<file path="src/rtl/core_ctrl_fsm_pkg.sv">
// Shared encodings for the core control FSM: state codes and latched fault causes.
// Imported by the controller, the datapath and the benches.
package core_ctrl_pkg;

  typedef enum logic [3:0] {
    S_IDLE       = 4'd0,
    S_FETCH      = 4'd1,
    S_FETCH_WAIT = 4'd2,
    S_DECODE     = 4'd3,
    S_EXEC_ALU   = 4'd4,
    S_EXEC_PC    = 4'd5,
    S_MEM        = 4'd6,
    S_MEM_WAIT   = 4'd7,
    S_WB         = 4'd8,
    S_STEP_PAUSE = 4'd9,
    S_HALTED     = 4'd10,
    S_FAULT      = 4'd11
  } state_e;

  localparam logic [2:0] CAUSE_NONE           = 3'd0;
  localparam logic [2:0] CAUSE_IFETCH_SEGV    = 3'd1;
  localparam logic [2:0] CAUSE_DATA_SEGV      = 3'd2;
  localparam logic [2:0] CAUSE_IFETCH_TIMEOUT = 3'd3;
  localparam logic [2:0] CAUSE_DATA_TIMEOUT   = 3'd4;
  localparam logic [2:0] CAUSE_ILLEGAL        = 3'd5;

endpackage

</file>
<file path="src/rtl/core_ctrl_fsm_wait_timer.sv">
// Memory-wait watchdog counter shared by FETCH_WAIT and MEM_WAIT.
// expired is high on the TIMEOUT-th consecutive enabled cycle; TIMEOUT=0 never expires.
module wait_timer #(
  parameter int unsigned TIMEOUT = 256
) (
  input  logic clk,
  input  logic rst,
  input  logic clr,
  input  logic en,
  output logic expired
);
  localparam int unsigned W   = (TIMEOUT > 1) ? $clog2(TIMEOUT) : 1;
  localparam int unsigned LIM = (TIMEOUT == 0) ? 0 : TIMEOUT - 1;

  logic [W-1:0] cnt_q, cnt_d;

  always_comb begin
    cnt_d = cnt_q;
    if (clr)     cnt_d = '0;
    else if (en) cnt_d = cnt_q + W'(1);
  end

  always_ff @(posedge clk) begin
    if (rst) cnt_q <= '0;
    else     cnt_q <= cnt_d;
  end

  assign expired = (TIMEOUT != 0) && (cnt_q == W'(LIM));

endmodule

</file>
<file path="src/rtl/core_ctrl_fsm.sv">
// In-order core control FSM: fetch/decode/execute/mem/writeback sequencing with
// memory-wait watchdog, sticky fault cause, single-step pause and retire counter.
module core_ctrl_fsm
  import core_ctrl_pkg::*;
#(
  parameter int unsigned MEM_TIMEOUT = 256,
  parameter int unsigned CNT_W       = 32,
  parameter int unsigned STATE_W     = 5
) (
  input  logic               clk,
  input  logic               rst,
  input  logic               go,
  input  logic               step_mode,
  input  logic               fault_clear,
  input  logic               halt,
  input  logic               instr_alu,
  input  logic               instr_pc,
  input  logic               ld,
  input  logic               st,
  input  logic               invalid_instruction,
  input  logic               wait_instr,
  input  logic               wait_data,
  input  logic               instr_segv,
  input  logic               data_segv,
  output logic [STATE_W-1:0] current_state,
  output logic               fetch_req,
  output logic               data_req,
  output logic               data_we,
  output logic               alu_en,
  output logic               pc_en,
  output logic               wb_en,
  output logic               running,
  output logic               fault,
  output logic [2:0]         fault_cause,
  output logic [CNT_W-1:0]   retired_count
);
  state_e           state_q, state_d;
  logic [2:0]       cause_q, cause_d;
  logic [CNT_W-1:0] cnt_q, cnt_d;
  logic             go_q, is_store_q, store_d;
  logic             go_rise, retire, multi_op, tmr_exp;
  state_e           after_retire;

  assign go_rise      = go & ~go_q;
  assign after_retire = step_mode ? S_STEP_PAUSE : S_FETCH;
  assign multi_op     = (instr_alu & instr_pc) | (instr_alu & (ld | st)) |
                        (instr_pc & (ld | st)) | (ld & st);

  wait_timer #(.TIMEOUT(MEM_TIMEOUT)) u_timer (
    .clk     (clk),
    .rst     (rst),
    .clr     ((state_q == S_FETCH) || (state_q == S_MEM)),
    .en      ((state_q == S_FETCH_WAIT) || (state_q == S_MEM_WAIT)),
    .expired (tmr_exp)
  );

  always_comb begin
    state_d = state_q;
    cause_d = cause_q;
    store_d = is_store_q;
    retire  = 1'b0;
    case (state_q)
      S_IDLE:       if (go_rise) state_d = S_FETCH;
      S_FETCH:      state_d = S_FETCH_WAIT;
      S_FETCH_WAIT: begin
        if (instr_segv) begin
          state_d = S_FAULT; cause_d = CAUSE_IFETCH_SEGV;
        end else if (!wait_instr) begin
          state_d = S_DECODE;
        end else if (tmr_exp) begin
          state_d = S_FAULT; cause_d = CAUSE_IFETCH_TIMEOUT;
        end
      end
      S_DECODE: begin
        // Halt retires in place, so it ranks below the illegal checks but above dispatch.
        if (invalid_instruction || multi_op) begin
          state_d = S_FAULT; cause_d = CAUSE_ILLEGAL;
        end else if (halt) begin
          state_d = S_HALTED; retire = 1'b1;
        end else if (ld || st) begin
          state_d = S_MEM; store_d = st;
        end else if (instr_pc) begin
          state_d = S_EXEC_PC;
        end else if (instr_alu) begin
          state_d = S_EXEC_ALU;
        end else begin
          state_d = S_FAULT; cause_d = CAUSE_ILLEGAL;
        end
      end
      S_EXEC_ALU:   state_d = S_WB;
      S_EXEC_PC:    begin state_d = after_retire; retire = 1'b1; end
      S_MEM:        state_d = S_MEM_WAIT;
      S_MEM_WAIT: begin
        if (data_segv) begin
          state_d = S_FAULT; cause_d = CAUSE_DATA_SEGV;
        end else if (!wait_data) begin
          if (is_store_q) begin state_d = after_retire; retire = 1'b1; end
          else            state_d = S_WB;
        end else if (tmr_exp) begin
          state_d = S_FAULT; cause_d = CAUSE_DATA_TIMEOUT;
        end
      end
      S_WB:         begin state_d = after_retire; retire = 1'b1; end
      S_STEP_PAUSE,
      S_HALTED:     if (go_rise) state_d = S_FETCH;
      S_FAULT: begin
        if (fault_clear) begin
          state_d = S_IDLE; cause_d = CAUSE_NONE;
        end
      end
      default:      state_d = S_IDLE;
    endcase
    cnt_d = cnt_q + CNT_W'(retire);
  end

  always_ff @(posedge clk) begin
    if (rst) begin
      state_q    <= S_IDLE;
      cause_q    <= CAUSE_NONE;
      cnt_q      <= '0;
      go_q       <= 1'b0;
      is_store_q <= 1'b0;
    end else begin
      state_q    <= state_d;
      cause_q    <= cause_d;
      cnt_q      <= cnt_d;
      go_q       <= go;
      is_store_q <= store_d;
    end
  end

  assign current_state = STATE_W'(state_q);
  assign fetch_req     = (state_q == S_FETCH);
  assign data_req      = (state_q == S_MEM);
  assign data_we       = (state_q == S_MEM) & is_store_q;
  assign alu_en        = (state_q == S_EXEC_ALU);
  assign pc_en         = (state_q == S_EXEC_PC);
  assign wb_en         = (state_q == S_WB);
  assign fault         = (state_q == S_FAULT);
  assign running       = !((state_q == S_IDLE) || (state_q == S_STEP_PAUSE) ||
                           (state_q == S_HALTED) || (state_q == S_FAULT));
  assign fault_cause   = cause_q;
  assign retired_count = cnt_q;

endmodule

</file>
<file path="config.mk">
export PLATFORM = sky130hd
export DESIGN_NAME = core_ctrl_fsm
export DESIGN_NICKNAME = d
export VERILOG_FILES = /design/src/rtl/core_ctrl_fsm_pkg.sv /design/src/rtl/core_ctrl_fsm_wait_timer.sv /design/src/rtl/core_ctrl_fsm.sv
export SDC_FILE = /design/constraint.sdc
export NUM_CORES = 1
export LEC_CHECK = 0
export CORE_ASPECT_RATIO = 1.75
export CORE_MARGIN = 2
export CORE_UTILIZATION = 54
export DETAILED_ROUTE_END_ITERATION = 16
export PLACE_DENSITY = 0.85
export SLEW_MARGIN = 20
export SYNTH_ARGS = -nofsm -noshare
export SYNTH_HDL_FRONTEND = slang
export SYNTH_HIERARCHICAL = 1
export SYNTH_SLANG_ARGS = --single-unit
</file>
<file path="constraint.sdc">
create_clock -name clk -period 5.4 [get_ports clk]
set_input_delay 1.08 -clock clk [delete_from_list [all_inputs] [get_ports clk]]
set_output_delay 1.08 -clock clk [all_outputs]
set_load 0.005 [all_outputs]
</file>
### Word level (Yosys, flattened, before mapping)

Cells that the tools add are included.

* register bits after elaboration: 49
* bits of input ports: 15
* output and inout port bits: 48
* logic and storage cells: 93

* $add $sub $neg: 2
* equality and inequality tests: 22
* mux-type cells: 34
* bitwise logic cells: 13
* reductions and logical operators: 16

Operators with widths (count)
* $mux W4: 14
* $mux W3: 12
* $pmux W4 S9: 1
* $add A32 B1 Y32: 1
* $ne A3 B3 Y1 const B: 8
* $eq A4 B3 Y1 const B: 4
* $eq A4 B4 Y1 const B: 4
* $pmux W3 S4: 1
* $reduce_and A10 Y1: 1
* $add A8 B1 Y8 const B: 1
* $eq A4 B2 Y1 const B: 2
* $eq A8 B8 Y1 const B: 1
* $logic_or A1 B1 Y1: 7
* $and A1 B1 Y1: 6
* $mux W1: 5
* $eq A4 B1 Y1 const B: 1
* $logic_not A4 Y1: 1
* $or A1 B1 Y1: 4
* $reduce_and A4 Y1: 1
* $reduce_bool A4 Y1: 1
* $reduce_or A2 Y1: 2
* $not A1 Y1: 3
* $pmux W1 S3: 1
* $reduce_or A3 Y1: 1
* 4 further kinds: 4

### Logic depth before layout (Yosys ltp)

* depth after elaboration: 9
* gate-level depth with buffers: 12
* gate-level depth less buffers: 11

### By module

The synthesis kept the hierarchy.

Modules (own cells, without submodules)
* core_ctrl_fsm: instances 1, cells an instance 308, area an instance 2437.3 µm², sequential area each 820.8 µm²
* wait_timer: instances 1, cells an instance 40, area an instance 354.1 µm², sequential area each 160.2 µm²

### Least setup slack after synthesis

Ideal clock, no wire load.

* path type: input to register
* start: input instr_alu
* end: register cnt_q[26], in the netlist retired_count[26]
* setup time: 0.071 ns
* arrival time: 3.262 ns
* data required time: 5.329 ns
* path slack: 2.067 ns
* stages on the path: 12
* buffers on the path: 1
* cells stage by stage: clkbuf_1 nor3_1 o311a_1 nand2_1 o211ai_1 ha_1 ha_1 nand4_1 nor3_2 nand3_1 or3_1 a21oi_1

* longest elaborated chain between the ends: 8
* elaborated cells on any way between the ends: 9
* classes of those cells: add/sub: 1; mux: 2; bitwise: 5; reduce/logical: 1

RTL lines
* start, declared: line core_ctrl_fsm.sv:16 `input logic instr_alu,`
* $and A1 B1 Y1: line core_ctrl_fsm.sv:46 `assign multi_op = (instr_alu & instr_pc) | (instr_alu & (ld | st)) |`
* $or A1 B1 Y1 (*) (2 in a row): line core_ctrl_fsm.sv:46
* $or A1 B1 Y1 (*): line core_ctrl_fsm.sv:47 `(instr_pc & (ld | st)) | (ld & st);`
* $logic_or A1 B1 Y1 (*): line core_ctrl_fsm.sv:76 `if (invalid_instruction || multi_op) begin`
* $mux W1 (*): line core_ctrl_fsm.sv:76
* $pmux W1 S3 (*): line core_ctrl_fsm.sv:62 `case (state_q)`
* $add A32 B1 Y32 (*): line core_ctrl_fsm.sv:113 `cnt_d = cnt_q + CNT_W'(retire);`
* end signal, assigned: line core_ctrl_fsm.sv:126 `cnt_q <= cnt_d;`
* end, declared: line core_ctrl_fsm.sv:39 `logic [CNT_W-1:0] cnt_q, cnt_d;`

Every way passes the cells marked *; elsewhere a longest branch is shown, timed or not.
A chain may end at the register's enable or synchronous reset.

### Worst setup path after layout

* start: input ld
* end: register cnt_q[26], in the netlist retired_count[26]

* longest elaborated chain between the ends: 9
* elaborated cells on any way between the ends: 11
* classes of those cells: add/sub: 1; mux: 2; bitwise: 7; reduce/logical: 1

RTL lines
* start, declared: line core_ctrl_fsm.sv:18 `input logic ld,`
* $or A1 B1 Y1: line core_ctrl_fsm.sv:46, core_ctrl_fsm.sv:47
* $and A1 B1 Y1: line core_ctrl_fsm.sv:46
* $or A1 B1 Y1 (2 in a row): line core_ctrl_fsm.sv:46
* $or A1 B1 Y1 (*): line core_ctrl_fsm.sv:47
* $logic_or A1 B1 Y1 (*): line core_ctrl_fsm.sv:76
* $mux W1 (*): line core_ctrl_fsm.sv:76
* $pmux W1 S3 (*): line core_ctrl_fsm.sv:62
* $add A32 B1 Y32 (*): line core_ctrl_fsm.sv:113

Marks and branches as above.

==> results.toml <==
[critical_path]
endpoint = "retired_count[26]$_SDFF_PP0_"
crit-reg2reg-launch = "state_q[1]$_SDFFE_PP0P_"
r2r_slack_ps = 2090
crit_type = "input pin to flip-flop"
crit_start = "ld"
endpoint_kind = "flip-flop"
required_ps = 5650
arrival_ps = 3980
reg2reg_to = "retired_count[26]$_SDFF_PP0_"
worstRegToRegCells = 11
cp-start-kind = "input pin"
crit_fanout = 8

[synth]
yosysSeqAreaShare_pct = 35.14
ys.warnings.count = 6
async_flop_share_pct = 0
yosys-top-cells-area = "dfxtp_1 (35%), xor2_1 (6.9%), nor2_1 (5.9%), nand3_1 (3.6%), nand4_1 (3.4%)"
ys.flop_type = "dfxtp_1"
synth_area_leader_cell = "dfxtp_1"
synth-edff-count = 0
synth-seq-cells = 49
syn_area_per_cell_um2 = 8.021
syn_nets = 366
synth.top_cell.area_share_pct = 35.14
synth_area_um2 = 2791
synth.most_common_cell = "dfxtp_1"
synth.cells.most_frequent = "dfxtp_1 (49), nor2_1 (44), nand2_1 (24)"
netlist-cell-type-count = 63
netlist_instances = 348

[timing]
slew_headroom_pct = 35.80
tightestPinTransition_ps = 960.0
post-route-period-util_pct = 69.08
final-setup-viol-count = 0
max_freq_mhz = 268.1
final_max_slew_viol_count = 0
fin_crit_ps = 3730
rsz0062_at_grt = "false"
hold_viol = 0
tns_ps = 0
skew_ps = 11.62

[cts]
clock_latency_ps = 310
cts_made_buffers = 5
cts.clk_slew.worst_paths_ps = 100
hold_buffers = 0
cts_tree = "yes"
cts_resized = 0
cts.sinks = 49
post-cts-setup-buffers = 0
ctsLongestPathBuffers = 2
cts_root_buffer = "clkbuf_8"
cts.htree.levels = 2

[die]
io_pins = 63
die_x_um = 58.35
row_count = 34
core_area_um2 = 4977
start_util_pct = 56.08
die_area_um2 = 5783
fp.dieH_um = 99.11

[run]
max-cap-violations = 0

[final_layout]
drive_above_1_share_pct = 6.266
final_cells = 453
fillCellCount = 408
nets = 416
num_antenna_cells = 0
syn2layout_area_growth_pct = 26.80

[global_route]
track_usage_pct = 25.37
gr-total-overflow = 0
antenna_found_initial = 0
grt_pass1_wl_mm = 11.61
grt_pass1_vias = 2661
grt_start_max_net_pins = 28

[drt]
routedWlPerCell_um = 15.77
dr.pass1.iters = 5
viasPerCell = 6.159
drc_errors = 0
routed_wl_mm = 7.142
ant_nets = 0
dr.first_iter.drc_count = 118
vias = 2790

[place]
port_buffers = 61
place_congestion = 0.9449
dpl.cell_count = 445
place_hpwl_mm = 5.230

[power]
leakagePower_nw = 1.244
ir_drop_v = 0.0002786
p_per_area_nw_per_um2 = 299.9

[status]
status = "complete, no violations"

[min_path]
hp-class = "flip-flop to flip-flop"
-- per-layer routing --
| metal | part of all wire (%) | GRT usage [%] |
|---|---|---|
| met4 | 6.1 | 18.78 |
| met2 | 53 | 45.12 |
| met5 | 0 | 0 |
| met3 | 5.0 | 3.251 |
| met1 | 36 | 25.80 |
-- sequential cells by signal, summed over array words and instances, names as in the netlist --
name           cells
go_q               1
retired_count     32
fault_cause        3
is_store_q         1
state_q            4
u_timer/cnt_q      8
-- worst min path at each step --
stage	cells after the start	startpoint	endpoint	slack, ps
global placement	1	fault_cause[0]$_SDFFE_PP0P_	fault_cause[0]$_SDFFE_PP0P_	460
floorplan	2	u_timer/cnt_q[7]$_SDFFE_PP0P_	u_timer/cnt_q[7]$_SDFFE_PP0P_	460
detailed placement	1	fault_cause[2]$_SDFFE_PP0P_	fault_cause[2]$_SDFFE_PP0P_	460
CTS	1	fault_cause[2]$_SDFFE_PP0P_	fault_cause[2]$_SDFFE_PP0P_	500
global route	1	fault_cause[0]$_SDFFE_PP0P_	fault_cause[0]$_SDFFE_PP0P_	510
finish	1	fault_cause[2]$_SDFFE_PP0P_	fault_cause[2]$_SDFFE_PP0P_	500
-- critical path, cell delays in order --
cell and delay, ps:
clkdlybuf4s50_1 520, nor3_1 340, o311a_1 320, nand2_1 80, o211ai_1 90, ha_1 210, ha_1 200, nand4_1 150
nor3_2 360, nand3_1 140, or3_1 340, a21oi_1 140
-- kinds of logic (layout without fill, tap and decap cells) --
family          count (synthesis)  after routing  synth area share (%)
compound gates                 66             66                 15.87
xor+xnor                       31             31                 9.727
fa+ha+maj                       3              3                 1.345
buf+inv                        30             81                 4.303
flops                          49             49                 35.14
mux                             3              3                 1.121
other cells                     1              1                0.1343
simple gates                  165            165                 32.36
-- through the flow --
step | setup slack [ps] | cell area (um^2) | utilization, % | power [mW] | hold WS [ps]
3_3_place_gp | 1522 | 3402 | 68.35 | 0.7441 | 458.4
6_report | 1670 | 3540 | 71.12 | 1.062 | 496.4
3_5_place_dp | 1367 | 3402 | 68.35 | 0.7457 | 461.0
4_1_cts | 1691 | 3540 | 71.12 | 1.061 | 495.2
5_1_grt | 1404 | 3540 | 71.12 | 1.112 | 514.3
2_1_floorplan | 2067 | 2791 | - | 0.6304 | 458.4
-- cell type report --
cell class	count	area (um^2)	share of cell area, %
clock buffer	5	68.82	1.944
clock inverter	3	68.82	1.944
inverter	10	37.54	1.060
multi-input combinational	269	1690	47.76
sequential	49	980.9	27.71
tap	54	67.56	1.909
timing repair buffer	63	625.6	17.67
-- power by group --
| group | internal, mW | switching, mW |
|---|---|---|
| Combinational | 0.157 | 0.159 |
| Clock | 0.186 | 0.130 |
| Sequential | 0.385 | 0.0436 |
-- cell usage in the layout (no fill, tap or decap), types with 2 or more instances in the layout --
master / synthesis / routed
nand3_2: 2 / 2
nand2_1: 24 / 24
nand3_1: 20 / 20
inv_1: 10 / 10
o211ai_1: 3 / 3
o22ai_1: 2 / 2
nor3_1: 8 / 8
and2_1: 4 / 4
dfxtp_1: 49 / 49
xor2_1: 22 / 22
a21boi_0: 2 / 2
a21oi_1: 16 / 16
or3_1: 10 / 10
o21a_1: 3 / 3
a211oi_1: 2 / 2
o21ai_0: 12 / 12
bufinv_16: 0 / 2
nor2b_1: 10 / 10
a311oi_1: 2 / 2
nand2b_1: 4 / 4
clkdlybuf4s50_1: 0 / 61
or2_2: 2 / 2
nand4_1: 15 / 15
ha_1: 3 / 3
mux2i_1: 2 / 2
a31oi_1: 5 / 5
o31ai_1: 5 / 5
clkbuf_8: 0 / 5
and3_1: 7 / 7
xnor2_1: 9 / 9
buf_4: 1 / 2
nor2_1: 44 / 44
No activity file was read; power rests on OpenSTA's default activity.
